==> src/rtl/encoder_16x4_stream_if.sv <==
// Stream bundle for the 16x4 encoder: request-vector input side plus index output side.
// Optional y_zero exists only when ENC_ZERO_FLAG_EN is defined.
interface encoder_16x4_stream_if #(
  parameter int N     = 16,
  parameter int IDX_W = $clog2(N)
);
  logic [N-1:0]     d_in;
  logic             d_valid;
  logic             d_ready;
  logic [IDX_W-1:0] y_out;
  logic             y_valid;
  logic             y_ready;
  logic             y_last;
  logic [IDX_W:0]   y_remain;
`ifdef ENC_ZERO_FLAG_EN
  logic             y_zero;

  modport master (output d_in, d_valid, y_ready,
                  input  d_ready, y_out, y_valid, y_last, y_remain, y_zero);
  modport slave  (input  d_in, d_valid, y_ready,
                  output d_ready, y_out, y_valid, y_last, y_remain, y_zero);
`else
  modport master (output d_in, d_valid, y_ready,
                  input  d_ready, y_out, y_valid, y_last, y_remain);
  modport slave  (input  d_in, d_valid, y_ready,
                  output d_ready, y_out, y_valid, y_last, y_remain);
`endif
endinterface

==> src/rtl/encoder_16x4_stream.sv <==
// Streams the index of every set bit of a request vector, lowest first, one per beat.
// Index/last/remain are registered; only valid/ready are gated by en. Optional macro: ENC_ZERO_FLAG_EN.
module encoder_16x4_stream #(
  parameter int N = 16
) (
  input  logic                    clk,
  input  logic                    rst,
  input  logic                    en,
  encoder_16x4_stream_if.slave    strm,
  output logic                    busy
);
  localparam int IDX_W = $clog2(N);

  typedef enum logic {IDLE, EMIT} state_t;

  state_t           state, state_nxt;
  logic [N-1:0]     pending, pending_nxt;
  logic [IDX_W-1:0] y_out_q;
  logic [IDX_W:0]   y_remain_q;
  logic             y_last_q, last_nxt;

  function automatic logic [IDX_W-1:0] lowest_idx(input logic [N-1:0] v);
    lowest_idx = '0;
    for (int i = N - 1; i >= 0; i--)
      if (v[i]) lowest_idx = IDX_W'(i);
  endfunction

  function automatic logic [IDX_W:0] pop_cnt(input logic [N-1:0] v);
    pop_cnt = '0;
    for (int i = 0; i < N; i++)
      pop_cnt = pop_cnt + {{IDX_W{1'b0}}, v[i]};
  endfunction

`ifdef ENC_ZERO_FLAG_EN
  logic zero_q, zero_nxt;
`endif

  always_comb begin
    state_nxt   = state;
    pending_nxt = pending;
`ifdef ENC_ZERO_FLAG_EN
    zero_nxt    = zero_q;
`endif
    if (en) begin
      case (state)
        IDLE: begin
          if (strm.d_valid) begin
            if (strm.d_in != '0) begin
              pending_nxt = strm.d_in;
              state_nxt   = EMIT;
            end
`ifdef ENC_ZERO_FLAG_EN
            else begin
              zero_nxt  = 1'b1;
              state_nxt = EMIT;
            end
`endif
          end
        end
        EMIT: begin
          if (strm.y_ready) begin
            // x & (x-1) strips the lowest set bit
            pending_nxt = pending & (pending - {{(N-1){1'b0}}, 1'b1});
`ifdef ENC_ZERO_FLAG_EN
            zero_nxt    = 1'b0;
`endif
            if (y_last_q) state_nxt = IDLE;
          end
        end
        default: state_nxt = IDLE;
      endcase
    end
  end

`ifdef ENC_ZERO_FLAG_EN
  assign last_nxt = (pop_cnt(pending_nxt) == (IDX_W+1)'(1)) | zero_nxt;
`else
  assign last_nxt = (pop_cnt(pending_nxt) == (IDX_W+1)'(1));
`endif

  // Beat fields are precomputed from the next pending word so outputs come straight from flops
  always_ff @(posedge clk or posedge rst) begin
    if (rst) begin
      state      <= IDLE;
      pending    <= '0;
      y_out_q    <= '0;
      y_remain_q <= '0;
      y_last_q   <= 1'b0;
`ifdef ENC_ZERO_FLAG_EN
      zero_q     <= 1'b0;
`endif
    end else begin
      state      <= state_nxt;
      pending    <= pending_nxt;
      y_out_q    <= lowest_idx(pending_nxt);
      y_remain_q <= pop_cnt(pending_nxt);
      y_last_q   <= last_nxt;
`ifdef ENC_ZERO_FLAG_EN
      zero_q     <= zero_nxt;
`endif
    end
  end

  // rst gates d_ready so every output reads 0 while reset is held
  assign strm.d_ready  = en & ~rst & (state == IDLE);
  assign strm.y_valid  = en & (state == EMIT);
  assign strm.y_out    = y_out_q;
  assign strm.y_remain = y_remain_q;
  assign strm.y_last   = y_last_q;
  assign busy          = (state == EMIT);
`ifdef ENC_ZERO_FLAG_EN
  assign strm.y_zero   = zero_q;
`endif
endmodule

==> src/flat_wrapper.sv <==
// flat-port wrapper written by rule: the top's interface ports become plain ports
module encoder_16x4_stream_flat 
#(
  parameter int N = 16
)
  (clk, rst, en, busy, strm_d_in, strm_d_valid, strm_y_ready, strm_d_ready, strm_y_out, strm_y_valid, strm_y_last, strm_y_remain);
  encoder_16x4_stream_if #(.N(N)) strm_i ();
  input  logic clk;
  input  logic rst;
  input  logic en;
  output logic busy;
  input wire logic [$bits(strm_i.d_in)-1:0] strm_d_in;
  input wire logic [$bits(strm_i.d_valid)-1:0] strm_d_valid;
  input wire logic [$bits(strm_i.y_ready)-1:0] strm_y_ready;
  output wire logic [$bits(strm_i.d_ready)-1:0] strm_d_ready;
  output wire logic [$bits(strm_i.y_out)-1:0] strm_y_out;
  output wire logic [$bits(strm_i.y_valid)-1:0] strm_y_valid;
  output wire logic [$bits(strm_i.y_last)-1:0] strm_y_last;
  output wire logic [$bits(strm_i.y_remain)-1:0] strm_y_remain;
  assign strm_i.d_in = strm_d_in;
  assign strm_i.d_valid = strm_d_valid;
  assign strm_i.y_ready = strm_y_ready;
  assign strm_d_ready = strm_i.d_ready;
  assign strm_y_out = strm_i.y_out;
  assign strm_y_valid = strm_i.y_valid;
  assign strm_y_last = strm_i.y_last;
  assign strm_y_remain = strm_i.y_remain;
  encoder_16x4_stream #(.N(N)) u_core (.clk(clk), .rst(rst), .en(en), .strm(strm_i), .busy(busy));
endmodule
==> config.mk <==
export PLATFORM = sky130hd
export DESIGN_NAME = encoder_16x4_stream_flat
export DESIGN_NICKNAME = d
export VERILOG_FILES = /design/src/rtl/encoder_16x4_stream_if.sv /design/src/rtl/encoder_16x4_stream.sv /design/src/flat_wrapper.sv
export SDC_FILE = /design/constraint.sdc
export NUM_CORES = 1
export LEC_CHECK = 0
export CAP_MARGIN = 10
export CORE_UTILIZATION = 50
export CTS_CLUSTER_DIAMETER = 150
export DETAILED_ROUTE_END_ITERATION = 6
export HOLD_SLACK_MARGIN = 0.05
export PLACE_DENSITY = 0.77
export SLEW_MARGIN = 20
export SYNTH_ARGS = -nofsm -noshare
export SYNTH_HDL_FRONTEND = slang
export SYNTH_SLANG_ARGS = --single-unit
==> constraint.sdc <==
create_clock -name clk -period 12.7 [get_ports clk]
set_input_delay 1.27 -clock clk [delete_from_list [all_inputs] [get_ports clk]]
set_output_delay 1.27 -clock clk [all_outputs]
set_load 0.02 [all_outputs]
==> impl_metrics.json <==
{
  "synth_seq_cells": 27,
  "cts_root_buf": "clkbuf_8",
  "layout_commonest_cell": "clkdlybuf4s50_1",
  "vias_per_cell": 6.130,
  "crit_top_cell": "fa_1",
  "die-area_mm2": 0.003938,
  "ant_nets": 0,
  "start_util": 0.5362,
  "clockBufferDepth": 2,
  "worst-r2r-setup-slack_ps": 7040,
  "cp_max_fo": 15,
  "fin_nets": 260,
  "die_h_um": 62.76,
  "synthMuxAreaShare": 0.01085,
  "synth_cell_type_count": 57,
  "clkLatencyLatePin_ps": 270,
  "synth_area_leaders": "dfrtp_1, fa_1, inv_1",
  "synth_xor_area_frac": 0.009492,
  "stdcell_area_mm2": 0.002247,
  "finalSetupViolCount": 0,
  "period_needed_ps": 7361,
  "critPathBufInv": 5,
  "tns_ps": 0,
  "final_cell_mix": "clkdlybuf4s50_1, dfrtp_1, inv_1",
  "worstPathCellList": "clkdlybuf4s50_1 -> or4_4 -> o41a_1 -> and3_1 -> a21oi_1 -> o21ai_0 -> ha_1 -> inv_1 -> fa_1 -> fa_1 -> fa_1 -> inv_1 -> fa_1 -> inv_1 -> fa_1 -> inv_1 -> fa_1 -> or4_1 -> nor2_1",
  "routedWlPerCell_um": 16.30,
  "synth_compound_area_frac": 0.1925,
  "synth-simple-area-share": 0.2068,
  "fp.dieW_um": 62.76,
  "wl_um": 4384,
  "synth-seq-area-share": 0.3661,
  "gp_congestion": 0.9154,
  "rsz0062_at_grt": "false",
  "detail_route.first_pass.iterations": 4,
  "hold_buffers": 0,
  "overflow": 0,
  "layout-drive-gt1-share": 0.04933,
  "synth_top_family_by_area": "simple AND/OR/NAND/NOR gates",
  "crit_type": "input port to register",
  "fin_crit_sh": 0.5796,
  "crit_arrival_ps": 7560,
  "yosys_warnings": 0,
  "cts_resized": 0,
  "diodes": 0,
  "placed_area_mm2": 0.002202,
  "grt_max_degree": 28,
  "num_vias": 1649,
  "syn_area_mm2": 0.001846,
  "slew_headroom": 0.3545,
  "syn_inst": 192,
  "hpwl_um": 3438,
  "worstMarginPinSlew_ps": 962.4,
  "cts_buffers": 3,
  "grt_usage": 0.2331,
  "status": "finished clean",
  "cpMaxStageDelayCell": "o41a_1",
  "fin_skew_ps": 3.668,
  "slowest_delay_ps": 630,
  "first_iter_violations": 216,
  "syn_to_final_growth_pct": 21.76,
  "cts_setup_buffers": 0,
  "io_buffers": 33,
  "synthAdderAreaFrac": 0.1424,
  "crit_path_start_kind": "input port",
  "finalHoldViolCount": 0,
  "antenna_found_initial": 0,
  "cts_tree": "built",
  "grt_pass1_wl_um": 7231,
  "htreeDepth": 1,
  "syn_nets": 228,
  "path_clk_slew_ps": 90,
  "hp-class": "register to register",
  "crit_required_ps": 12900,
  "avgSynthCellArea_um2": 9.612,
  "core_mm2": 0.003442,
  "drc": 0,
  "synth_edf_count": 0,
  "max_freq_mhz": 135.8,
  "grt_pass1_vias": 1588,
  "crit_family": "adder cells",
  "synth.top_cell.area_share": 0.3661,
  "final_max_slew_viol_count": 0,
  "synth_top_area_cell": "dfrtp_1",
  "endpoint_kind": "register",
  "rows": 21,
  "pin_count": 34,
  "drv_cap": 0,
  "cts.sinks": 27,
  "ys.flop_type": "dfrtp_1",
  "synthArstFlopShare": 1.000
}
==> synthesized netlist by cell type (all sizes together) (2+ instances only) <==
cell type and instances:
mux2i 2, nand3 5, dfrtp 27, a221o 2, nor3 6, or4 7
o311a 2, a211oi 2, a2111oi 2, nand2b 3, ha 5, o22ai 2
o21ai 7, nand2 10, o41a 2, or3 4, o311ai 2, fa 10
a21oi 6, nor4 3, or2 4, buf 3, o31ai 2, and3 4
or3b 2, nor2b 4, inv 27, a31oi 3, nor2 12, o41ai 3
clkbuf 3
==> metal layers <==
metal,global-route usage,vias up,part of all wire
met5,0,-,0
met4,0.1017,0,0.023
met3,0.02737,16,0.077
met2,0.3804,79,0.48
met1,0.3119,798,0.42
li1,-,756,-
==> final timing paths <==
path	start	end	cells after the start
worst max-delay path	strm_d_in[2]	u_core.strm.y_last	19
worst min-delay path	u_core.strm.y_last	u_core.busy	2
worst max register to register	u_core.busy	u_core.strm.y_last	15
worst min register to register	u_core.strm.y_last	u_core.busy	2
max in group asynchronous	rst	u_core.pending[2]	2
min in group asynchronous	rst	u_core.pending[15]	2
==> worst register-to-register path, stage by stage (launching register included) <==
cell	delay [ps]
dfrtp_1	470
nor2b_1	640
o41ai_1	190
o21ai_0	650
fa_1	530
inv_1	80
fa_1	440
fa_1	550
inv_1	50
fa_1	470
inv_1	50
fa_1	350
inv_1	90
fa_1	420
or4_1	500
nor2_1	110
==> through the flow <==
stage | cells | util | hold WS (ps) | setup slack, ps
after global routing | 269 | 0.6529 | 657.3 | 5069
after floorplan | 192 | - | 536.6 | 5986
after CTS | 269 | 0.6529 | 601.5 | 5398
final | 269 | 0.6529 | 594.4 | 5339
after detailed placement | 265 | 0.6398 | 593.0 | 5125
after global placement | 265 | 0.6398 | 588.1 | 5225
==> final cells by class <==
cell class | instances | area [um2]
timing repair buffer | 33 | 330.3
sequential | 27 | 675.6
inverter | 27 | 101.3
multi-input combinational | 132 | 1037
fill | 266 | 1195
tap | 46 | 57.56
clock buffer | 4 | 45.04
==> sequential cells by signal (all words and copies together), names as in the netlist <==
| name | count |
|---|---|
| u_core.strm.y_last | 1 |
| u_core.strm.y_remain | 5 |
| u_core.strm.y_out | 4 |
| u_core.busy | 1 |
| u_core.pending | 16 |
==> kinds of logic after synthesis <==
family                     count (synthesis)
xor gates and xnor gates                   2
AOI/OAI and AO/OA                         46
and+or+nand+nor                           67
DFF                                       27
adders and majority gates                 15
buffers and inverters                     33
muxes                                      2
Power is not shown: default switching activity piles up to over one toggle a cycle in this logic, so the estimate is an artifact.
